`src/rtl/fpga_cfg_pkg.sv`:
```
// Shared definitions for the FPGA configuration loader.
// State encoding and counter sizing used by the core.
package fpga_cfg_pkg;

  typedef logic [2:0] state_t;

  localparam state_t ST_IDLE = 3'd0;
  localparam state_t ST_CLB  = 3'd1;
  localparam state_t ST_CONN = 3'd2;
  localparam state_t ST_DONE = 3'd3;
  localparam state_t ST_ERR  = 3'd4;

  // Bit counter must hold 0 .. clb_len+conn_len inclusive.
  function automatic int cnt_w(
    input int clb_len,
    input int conn_len
  );
    return $clog2(clb_len + conn_len + 1);
  endfunction

endpackage

```
`src/rtl/fpga_cfg_serializer.sv`:
```
// Word-to-bit serializer: holds one config word and shifts it out
// LSB first, one bit per cycle, with a valid/ready word handshake.
module cfg_serializer #(
  parameter int WORD_W = 8
) (
  input  logic              clk,
  input  logic              rst,
  input  logic              en_i,
  input  logic              hold_i,
  input  logic              flush_i,
  input  logic              valid_i,
  input  logic [WORD_W-1:0] data_i,
  output logic              ready_o,
  output logic              bit_vld_o,
  output logic              bit_o
);

  localparam int NW = $clog2(WORD_W + 1);

  logic [NW-1:0]     cnt_q;
  logic [NW-1:0]     cnt_d;
  logic [WORD_W-1:0] sr_q;
  logic [WORD_W-1:0] sr_d;
  logic              take;

  assign bit_vld_o = (cnt_q != '0);
  assign bit_o     = sr_q[0];

  // Refill when empty or when the final bit leaves this cycle,
  // so consecutive words stream without a bubble.
  assign ready_o = en_i && !hold_i && (cnt_q <= NW'(1));
  assign take    = valid_i && ready_o;

  // Next word / shift / flush selection.
  always_comb begin
    cnt_d = cnt_q;
    sr_d  = sr_q;
    if (flush_i) begin
      cnt_d = '0;
      sr_d  = '0;
    end else if (take) begin
      cnt_d = NW'(WORD_W);
      sr_d  = data_i;
    end else if (bit_vld_o) begin
      cnt_d = cnt_q - NW'(1);
      sr_d  = sr_q >> 1;
    end
  end

  // Word register and remaining-bit count.
  always_ff @(posedge clk) begin
    if (rst) begin
      cnt_q <= '0;
      sr_q  <= '0;
    end else begin
      cnt_q <= cnt_d;
      sr_q  <= sr_d;
    end
  end

endmodule

```
`src/rtl/fpga_cfg_core.sv`:
```
// FPGA configuration core: loads the CLB and connection scan chains
// from a word stream, then enables the fabric and its I/O.
module fpga_cfg_core
  import fpga_cfg_pkg::*;
#(
  parameter int IO_W       = 10,
  parameter int WORD_W     = 8,
  parameter int CLB_LEN    = 512,
  parameter int CONN_LEN   = 4096,
  parameter int IO_REVERSE = 1
) (
  input  logic              clk,
  input  logic              rst,
  input  logic              cfg_start,
  input  logic              cfg_valid,
  output logic              cfg_ready,
  input  logic [WORD_W-1:0] cfg_data,
  input  logic              cfg_abort,
  output logic              cfg_busy,
  output logic              cfg_done,
  output logic              cfg_err,
  output logic              clb_scan_en,
  output logic              clb_scan_in,
  output logic              conn_scan_en,
  output logic              conn_scan_in,
  output logic              fab_run,
  input  logic [IO_W-1:0]   pad_in,
  output logic [IO_W-1:0]   fab_in,
  input  logic [IO_W-1:0]   fab_out,
  output logic [IO_W-1:0]   pad_out
);

  localparam int CW = cnt_w(CLB_LEN, CONN_LEN);

  localparam logic [CW-1:0] CLB_LAST = CW'(CLB_LEN - 1);
  localparam logic [CW-1:0] ALL_LAST = CW'(CLB_LEN + CONN_LEN - 1);

  state_t          st_q;
  state_t          st_d;
  logic [CW-1:0]   bcnt_q;
  logic [CW-1:0]   bcnt_d;
  logic [IO_W-1:0] pad_q;
  logic [IO_W-1:0] pad_map;

  logic loading;
  logic bit_vld;
  logic bit_val;
  logic last_bit;
  logic flush;
  logic hold;

  assign loading  = (st_q == ST_CLB) || (st_q == ST_CONN);
  assign last_bit = (st_q == ST_CONN) && bit_vld
                    && (bcnt_q == ALL_LAST);

  // No new word on the final bit or when the load is about to end.
  assign hold = last_bit || cfg_start || cfg_abort;

  cfg_serializer #(
    .WORD_W (WORD_W)
  ) u_ser (
    .clk       (clk),
    .rst       (rst),
    .en_i      (loading),
    .hold_i    (hold),
    .flush_i   (flush),
    .valid_i   (cfg_valid),
    .data_i    (cfg_data),
    .ready_o   (cfg_ready),
    .bit_vld_o (bit_vld),
    .bit_o     (bit_val)
  );

  // Load sequencing: chain routing, bit counting, abort/restart.
  always_comb begin
    st_d   = st_q;
    bcnt_d = bcnt_q;
    flush  = 1'b0;
    unique case (st_q)
      ST_IDLE, ST_DONE, ST_ERR: begin
        if (cfg_start) begin
          st_d   = ST_CLB;
          bcnt_d = '0;
          flush  = 1'b1;
        end
      end
      ST_CLB, ST_CONN: begin
        if (cfg_start || cfg_abort) begin
          st_d  = ST_ERR;
          flush = 1'b1;
        end else if (bit_vld) begin
          bcnt_d = bcnt_q + CW'(1);
          if (st_q == ST_CLB && bcnt_q == CLB_LAST) begin
            st_d = ST_CONN;
          end
          if (last_bit) begin
            st_d  = ST_DONE;
            flush = 1'b1;
          end
        end
      end
      default: begin
        st_d  = ST_IDLE;
        flush = 1'b1;
      end
    endcase
  end

  // State and bit counter registers.
  always_ff @(posedge clk) begin
    if (rst) begin
      st_q   <= ST_IDLE;
      bcnt_q <= '0;
    end else begin
      st_q   <= st_d;
      bcnt_q <= bcnt_d;
    end
  end

  assign cfg_busy = loading;
  assign cfg_done = (st_q == ST_DONE);
  assign cfg_err  = (st_q == ST_ERR);
  assign fab_run  = cfg_done;

  assign clb_scan_en  = (st_q == ST_CLB) && bit_vld;
  assign clb_scan_in  = clb_scan_en && bit_val;
  assign conn_scan_en = (st_q == ST_CONN) && bit_vld;
  assign conn_scan_in = conn_scan_en && bit_val;

  // Pad/fabric bit mapping in both directions.
  always_comb begin
    fab_in  = '0;
    pad_map = '0;
    for (int i = 0; i < IO_W; i++) begin
      if (IO_REVERSE != 0) begin
        fab_in[i]  = pad_in[IO_W-1-i];
        pad_map[i] = fab_out[IO_W-1-i];
      end else begin
        fab_in[i]  = pad_in[i];
        pad_map[i] = fab_out[i];
      end
    end
  end

  // Registered pad outputs, held at zero until the fabric runs.
  always_ff @(posedge clk) begin
    if (rst) begin
      pad_q <= '0;
    end else begin
      pad_q <= fab_run ? pad_map : '0;
    end
  end

  assign pad_out = fab_run ? pad_q : '0;

endmodule

```
`config.mk`:
```
export PLATFORM = sky130hd
export DESIGN_NAME = fpga_cfg_core
export DESIGN_NICKNAME = d
export VERILOG_FILES = /design/src/rtl/fpga_cfg_pkg.sv /design/src/rtl/fpga_cfg_serializer.sv /design/src/rtl/fpga_cfg_core.sv
export SDC_FILE = /design/constraint.sdc
export NUM_CORES = 1
export LEC_CHECK = 0
export ABC_AREA = 1
export CORE_MARGIN = 5
export CORE_UTILIZATION = 48
export DETAILED_ROUTE_END_ITERATION = 16
export PLACE_DENSITY = 0.8
export RECOVER_POWER = 100
export SLEW_MARGIN = 10
export SYNTH_ARGS = -nofsm -noshare
export SYNTH_HDL_FRONTEND = slang
export SYNTH_SLANG_ARGS = --single-unit
```
`constraint.sdc`:
```
create_clock -name clk -period 2.2 [get_ports clk]
set_input_delay 0.33 -clock clk [delete_from_list [all_inputs] [get_ports clk]]
set_output_delay 0.33 -clock clk [all_outputs]
set_load 0.03 [all_outputs]
```
**Word level (Yosys, flattened, before mapping)**

Cells that the tools add are included.

- Register bits after elaboration: 38
- Input port bits: 33
- Output and inout bits: 29
- Word-level logic and storage cells: 66

- Add/subtract/negate cells: 2
- Order comparisons: 1
- Equal/unequal tests: 11
- Mux-type cells: 20
- Bitwise gates (word level): 1
- Reductions and logical operators: 25

Operators by type and width:

| kind | count |
|---|---|
| $mux 13 | 3 |
| $pmux 13 s2 | 1 |
| $mux 8 | 2 |
| $mux 3 | 5 |
| $add 13x1->13 const B | 1 |
| $eq 13x13->1 const B | 1 |
| $eq 13x9->1 const B | 1 |
| $mux 10 | 1 |
| $logic_and 1x1->1 | 9 |
| $mux 4 | 2 |
| $eq 3x2->1 const B | 2 |
| $ne 2x2->1 const B | 3 |
| $pmux 3 s2 | 1 |
| $reduce_or 2->1 | 3 |
| $reduce_or 3->1 | 2 |
| $le 4x1->1 const B | 1 |
| $logic_or 1x1->1 | 4 |
| $mux 1 | 4 |
| $ne 4x4->1 const B | 1 |
| $reduce_and 4->1 | 1 |
| $reduce_bool 2->1 | 2 |
| $reduce_bool 4->1 | 1 |
| $sub 4x1->4 const B | 1 |
| $eq 3x1->1 const B | 1 |
| other kinds (7) | 7 |

**Depth between registers and ports, before layout**

Gate-level depths: netlist of run 1.

- Word-level depth: 10
- Depth in mapped cells: 11
- Depth with buffers taken out: 10

**By module**

From an unflattened synthesis of run 1, not the netlist that was laid out.

- Cell total of the unflattened synthesis: 332
- Area, all modules: 2,203.4 sq um

By module, submodules not included:

| module | instances | cells each | area an instance (sq um) | sequential area each (sq um) |
|---|---|---|---|---|
| fpga_cfg_core | 1 | 231 | 1,490.2 | 520.5 |
| cfg_serializer | 1 | 101 | 713.2 | 240.2 |

**Worst setup path before layout of run 1**

OpenSTA, ideal clock, no wires.

- Path type: reg2out
- Start point: register u_ser.cnt_q[0]
- End point: output port clb_scan_in
- Arrival time: 1.622 ns
- Data required time: 1.870 ns
- Slack: 0.248 ns
- Stages on the path, launching flop included: 7
- Path buffers: 1
- Cell sequence: dfxtp_1 inv_1 ha_1 nand3_1 inv_2 buf_2 nor3_1

- Longest elaborated chain between the ends: 3

Ends and longest elaborated chain:

| item | line | text |
|---|---|---|
| start: declaration | fpga_cfg_serializer.sv:20 | `logic [NW-1:0] cnt_q;` |
| start signal: assignment | fpga_cfg_serializer.sv:56 | `cnt_q <= cnt_d;` |
| $reduce_bool 4->1 | fpga_cfg_serializer.sv:26 | `assign bit_vld_o = (cnt_q != '0);` |
| $logic_and 1x1->1 | fpga_cfg_core.sv:125 | `assign clb_scan_en = (st_q == ST_CLB) && bit_vld;` |
| $logic_and 1x1->1 | fpga_cfg_core.sv:126 | `assign clb_scan_in = clb_scan_en && bit_val;` |
| end: declaration | fpga_cfg_core.sv:23 | `output logic clb_scan_in,` |

No other way between the ends.

**Worst setup path after layout of run 1**

- Start point: register u_ser.cnt_q[0]
- End point: output port cfg_ready

- Longest elaborated chain between the ends: 8
- Elaborated cells between the ends (all ways): 9
- Those cells by class: order compare: 1; reduce/logical: 8

Ends and longest elaborated chain:

| item | line | text |
|---|---|---|
| $reduce_bool 4->1 | fpga_cfg_serializer.sv:26 |  |
| $logic_and 1x1->1 | fpga_cfg_core.sv:53 | `assign last_bit = (st_q == ST_CONN) && bit_vld` |
| $logic_and 1x1->1 | fpga_cfg_core.sv:54 | `&& (bcnt_q == ALL_LAST);` |
| $logic_or 1x1->1 (2 in a row) | fpga_cfg_core.sv:57 | `assign hold = last_bit \|\| cfg_start \|\| cfg_abort;` |
| $logic_not 1->1 | fpga_cfg_serializer.sv:31 | `assign ready_o = en_i && !hold_i && (cnt_q <= NW'(1));` |
| $logic_and 1x1->1 | fpga_cfg_serializer.sv:31 |  |
| $logic_and 1x1->1 (*) | fpga_cfg_serializer.sv:31 |  |
| end: declaration | fpga_cfg_core.sv:16 | `output logic cfg_ready,` |

Mark *: on every way between the ends. The rest lies on a longest branch, timed or not.

==> results of run 1 <==
[layout make-up]
class / count / area share
clock buffers: 5 / 0.0242
clock inverters: 3 / 0.0242
inverters: 57 / 0.0760
multi-input cells: 221 / 0.415
flip-flops and latches: 38 / 0.268
well taps: 54 / 0.0237
repair buffers: 48 / 0.169
[flip-flops by register name, summed over array words and instances (netlist names)]
name / count
st_q: 3
pad_q: 10
u_ser.cnt_q: 4
bcnt_q: 13
u_ser.sr_q: 8
[layer usage]
layer	up-vias	routed length (microns)	global-route usage	share of wire
met5	-	0	0	0
met4	0	66	0.0430	0.014
met3	11	341	0.0454	0.070
met2	65	2280	0.281	0.47
met1	953	2190	0.213	0.45
li1	1117	-	-	-
[where the power goes]
group	leakage, nW	switching [mW]	internal, mW
combinational	0.986	0.441	0.234
clock	0.0683	0.261	0.454
sequential	0.307	0.0276	0.723
[cells by family after synthesis]
logic type / after synthesis / synth area share
adder cells (fa/ha/maj): 4 / 0.0220
AO/OA/AOI/OAI: 34 / 0.0808
buffers and inverters: 76 / 0.158
flip-flops: 38 / 0.334
XOR/XNOR: 4 / 0.0154
AND/OR/NAND/NOR: 179 / 0.390
[critical path, stage by stage, from the launching register on]
cell and delay, ns:
dfxtp_1 0.36, inv_1 0.10, ha_1 0.23, nand3_2 0.13
inv_2 0.07, nor2_4 0.15, nand2_4 0.11, and3_1 0.18
buf_4 0.17
[cells in the mapped netlist, types with 6 or more instances]
master	instances	area (sq um)
buf_4	12	90.1
dfxtp_1	38	761
nor3_1	11	55.1
nand3_2	6	60.1
nand4_1	13	81.3
nand3_1	20	100
nor2_1	52	195
inv_1	50	188
a21oi_1	24	120
inv_2	6	22.5
nand2_1	60	225
[per-stage QoR]
| stage | instances | hold WS (ns) | total power, mW | cell area (sq um) | worst slack, ns |
|---|---|---|---|---|---|
| final | 426 | 0.473 | 2.14 | 2850 | 0.0823 |
| after global routing | 426 | 0.510 | 2.28 | 2850 | -0.0301 |
| after CTS | 426 | 0.477 | 2.14 | 2800 | 0.00739 |
| after detailed placement | 418 | 0.466 | 1.42 | 2650 | 0.200 |
| after global placement | 418 | 0.455 | 1.40 | 2650 | 0.273 |
| after floorplan | 335 | 0.442 | 1.27 | 2280 | 0.248 |
[path summary, 6_finish.rpt]
check / startpoint / endpoint / slack [ns] / cells after the start
setup / recovery: u_ser.cnt_q[0] / cfg_ready / 0.08 / 8
hold reg to reg: u_ser.cnt_q[1] / u_ser.cnt_q[1] / 0.47 / 2
setup reg to reg: u_ser.cnt_q[0] / u_ser.sr_q[3] / 0.44 / 9
hold / removal: u_ser.cnt_q[1] / u_ser.cnt_q[1] / 0.47 / 2
[what timing repair did]
action / 4_1_cts / 5_1_grt
gates cloned: 0 / 0
resized for setup: 1 / 17
setup endpoints to repair: 12 / 15
buffers inserted: 0 / 0
==> reports/metrics.cfg, run 1 <==
[yosys]
ys_seq_elements = 38
synth_nets = 372
async_flop_share = 0
ys_seq_area_frac = 0.334
netlist_instances = 335
syn_avg_cell_area_sq_um = 6.80
synth_area_sq_mm = 0.00228
synth_edf_count = 0
yosys_warnings = 0
ys.flop_type = dfxtp_1
ys_types = 30

[clock_network]
clk_path_buf_depth = 2
cts_hold_buffers = 0
clk-insertion-delay-late_ns = 0.29
clock-sinks = 38
cts.clk_slew.worst_paths_ns = 0.07
clk_root_buffer_cell = clkbuf_8
cts_buffers = 5
h-tree-depth = 2
cts_tree = built

[global_route]
grt-ovfl-total = 0
grt_pass1_vias = 2054
grt_pass1_wl_microns = 8690
antenna_found_initial = 0
grt_max_degree = 18
grtUsageTotal = 0.168

[timing]
relSlewSlack = 0.611
worstMarginPinSlew_ns = 0.579
drv_slew = 0
finalCriticalPeriod_ns = 2.12
rsz0062_at_grt = true
finalClockSkew_ns = 0.00774
setup_viol_count_final = 0
period_share = 0.963
fin_setup_tns_ns = 0
hold_viol = 0
max_freq_ghz = 0.472

[floorplanning]
die-area_sq_mm = 0.00622
start_util = 0.489
core_sq_mm = 0.00466
die_w_microns = 78.9
ios = 62
die_y_microns = 78.9
row_count = 25

[pwr]
p_leak_nw = 1.36
irDropWorstVdd_v = 0.000446
power_density_mw_per_mm2 = 752

[route]
antenna_left = 0
vias = 2146
drt_pass1_iterations = 5
drcViolationCount = 0
drt_iter0_markers = 98
wire_per_inst_microns = 11.4
wl_microns = 4880
routed_via_density = 5.04

[setup_path]
cp-end-kind = primary output
critPathKind = flop to primary output
start_kind = flop
path_max_fanout = 6
arrival_ns = 1.79
required_ns = 1.87

[layout]
final_util = 0.611
syn_to_final_growth_pct = 25.0
diodes = 0
multi_input_area_sq_mm = 0.00118
ff_latch_area_sq_um = 762
drive_above_1_share = 0.153
fillers = 399
final_common_cell = nand2_1
final_cell_mix = nand2_1 (60), nor2_1 (51), inv_1 (50)
final_nets = 408

[job]
cap_violations = 0

[placed_design]
gp_congestion = 0.872
hpwlAfterDp_microns = 3750
io_buffer_count = 41

[hold_path]
hp-class = flop to flop

[status]
status = complete, no violations

Note: power is estimated with default switching activity, not from simulation.
==> run 2, diff against run 1 <==
--- a/config.mk
+++ b/config.mk
@@ -7,9 +7,9 @@
 export LEC_CHECK = 0
 export ABC_AREA = 1
 export CORE_MARGIN = 5
-export CORE_UTILIZATION = 48
+export CORE_UTILIZATION = 52
 export DETAILED_ROUTE_END_ITERATION = 16
-export PLACE_DENSITY = 0.8
+export PLACE_DENSITY = 0.85
 export RECOVER_POWER = 100
 export SLEW_MARGIN = 10
 export SYNTH_ARGS = -nofsm -noshare
==> constraint.sdc (replaced) <==
create_clock -name clk -period 2.6 [get_ports clk]
set_input_delay 0.39 -clock clk [delete_from_list [all_inputs] [get_ports clk]]
set_output_delay 0.39 -clock clk [all_outputs]
set_load 0.03 [all_outputs]
==> reports/metrics.cfg, run 2 (synthesized netlist as in run 1, its figures left out) <==
[status]
status = complete, no violations

[setup_path]
slowest_stage = clkdlybuf4s50_1
critPathKind = flop to primary output
required_ns = 2.21  ; +0.34 ns
cp-end-kind = primary output
critPathMaxStageDelay_ns = 0.67  ; +0.31 ns
crit_path_cell_trace = inv_1 -> ha_1 -> nand3_1 -> inv_2 -> nor2_1 -> clkdlybuf4s50_1
start_kind = flop
path_max_fanout = 16  ; +10
arrival_ns = 2.06  ; +0.27 ns

[timing]
setup_viol_count_final = 0  ; unchanged
worstMarginPinSlew_ns = 0.650  ; +0.0704 ns
rsz0062_at_grt = false
drv_slew = 0  ; unchanged
hold_viol = 0  ; unchanged
relSlewSlack = 0.566  ; -0.0450
finalClockSkew_ns = 0.00757  ; -0.000172 ns
max_freq_ghz = 0.408
finalCriticalPeriod_ns = 2.45
fin_setup_tns_ns = 0  ; unchanged
fin_ws_ns = 0.149  ; +0.0662 ns
period_share = 0.943

[route]
wire_per_inst_microns = 11.8  ; +3.0%
drt_pass1_iterations = 4  ; -1
drcViolationCount = 0  ; unchanged
routed_via_density = 4.96  ; -1.5%
vias = 2079  ; -3.1%
drt_iter0_markers = 140  ; +43%
antenna_left = 0  ; unchanged
wl_microns = 4940  ; +1.3%

[layout]
diodes = 0  ; unchanged
final_nets = 403  ; -1.2%
ff_latch_area_sq_um = 761  ; -0.16%
final_cell_mix = nand2_1 (62), nor2_1 (52), inv_1 (50)
largest_register_ffs = 13  ; unchanged
drive_above_1_share = 0.109  ; -0.0442
fillers = 379  ; -5.0%
reg_top3 = bcnt_q: 13 flops, pad_q: 10 flops, u_ser.sr_q: 8 flops
final_common_cell = nand2_1
multi_input_area_sq_mm = 0.00113  ; -4.6%
regMostFlops = bcnt_q
syn_to_final_growth_pct = 18.1

[floorplanning]
die_w_microns = 76.2  ; -3.4%
core_sq_mm = 0.00429  ; -7.9%
die-area_sq_mm = 0.00580  ; -6.7%
die_y_microns = 76.2  ; -3.4%
row_count = 24  ; -4.0%
ios = 62  ; unchanged
start_util = 0.530  ; +0.0417

[clock_network]
clk-insertion-delay-late_ns = 0.29  ; about the same
cts_buffers = 5  ; unchanged
cts_hold_buffers = 0  ; unchanged
clock-sinks = 38  ; unchanged
clk_path_buf_depth = 2  ; unchanged
clk_root_buffer_cell = clkbuf_8
cts.clk_slew.worst_paths_ns = 0.08  ; about the same
cts_tree = built
h-tree-depth = 2  ; unchanged

[job]
cap_violations = 0  ; unchanged

[global_route]
grt-ovfl-total = 0  ; unchanged
grt_pass1_vias = 1964  ; -4.4%
grtUsageTotal = 0.174  ; +0.00604
grt_pass1_wl_microns = 8660  ; -0.32%
antenna_found_initial = 0  ; unchanged
grt_max_degree = 22  ; +4

[pwr]
internal_power_mw = 1.05  ; -25%
p_switching_mw = 0.595  ; -18%
irDropWorstVdd_v = 0.000421  ; -5.5%
share_seq_of_total_power = 0.387  ; +0.036
p_leak_nw = 1.09  ; -20%
power_density_mw_per_mm2 = 612  ; -19%
pwr-share-clk = 0.307  ; -0.027
sw_frac_of_total = 0.361  ; +0.0206
power_frac_comb = 0.306  ; -0.009

[placed_design]
gp_congestion = 0.836  ; -4.2%
place_ws_ns = 0.426  ; +0.226 ns
hpwlAfterDp_microns = 3670  ; -2.1%
io_buffer_count = 41  ; unchanged

[hold_path]
hp-class = flop to flop

[run 2: cell count changes in the layout (fill, tap and decap cells not counted), moves of 3 or more]
| cell | before | now |
|---|---|---|
| dlymetal6s2s_1 | 12 | 0 |
| buf_4 | 12 | 3 |
| clkdlybuf4s50_1 | 24 | 33 |
| dlygate4sd3_1 | 0 | 4 |
| clkbuf_1 | 0 | 3 |
[run 2: path summary, 6_finish.rpt]
| path | from | end | slack [ns] | depth (start not counted) |
|---|---|---|---|---|
| max | u_ser.cnt_q[0] | clb_scan_en | 0.15 | 6 |
| min reg2reg | u_ser.cnt_q[1] | u_ser.cnt_q[1] | 0.47 | 2 |
| min | u_ser.cnt_q[1] | u_ser.cnt_q[1] | 0.47 | 2 |
| max reg2reg | st_q[0] | bcnt_q[2] | 0.36 | 9 |
[run 2: final cells by class]
| class | instances | share of cell area |
|---|---|---|
| clock buffer | 5 | 0.0256 |
| clock inverter | 3 | 0.0168 |
| inverter | 57 | 0.0805 |
| multi-input combinational | 221 | 0.420 |
| sequential | 38 | 0.283 |
| tap | 52 | 0.0242 |
| timing repair buffer | 43 | 0.150 |
[run 2: worst max-delay path, delay by kind of cell, from the launching register on]
family | cells | cell delay, ns
adder cells (fa/ha/maj) | 1 | 0.22
AND/OR/NAND/NOR | 2 | 0.25
buffers and inverters | 3 | 0.93
flip-flops | 1 | 0.36
[run 2: what timing repair did]
| action | 4_1_cts | 5_1_grt |
|---|---|---|
| gates resized for setup | 0 | 3 |
| endpoints found under the setup margin | 0 | 3 |
| hold endpoints to repair | 0 | 0 |
| setup buffers | 0 | 0 |
[run 2: power by group through the flow]
stage          combinational (mW)  sequential (mW)  clock, mW
3_5_place_dp                0.510            0.649          0
4_1_cts                     0.515            0.636      0.518
2_1_floorplan               0.427            0.644          0
5_1_grt                     0.555            0.642      0.539
3_3_place_gp                0.500            0.648          0
6_report                    0.505            0.637      0.505
[run 2: routing by layer]
layer	routed length, microns	GRT usage	part of all wire
met5	0	0	0
met4	55	0.0420	0.011
met1	2230	0.214	0.45
met2	2250	0.285	0.45
met3	411	0.0662	0.083
[run 2: through the flow]
stage                     hold slack, ns  cells  instance area [sq um]  total power [mW]  utilization
after CTS                          0.472    419                   2740              1.67        0.637
after detailed placement           0.459    411                   2620              1.16        0.611
after global placement             0.460    411                   2620              1.15        0.611
after global routing               0.501    419                   2690              1.74        0.626
after floorplan                    0.447    335                   2280              1.07            -
final                              0.468    419                   2690              1.65        0.626
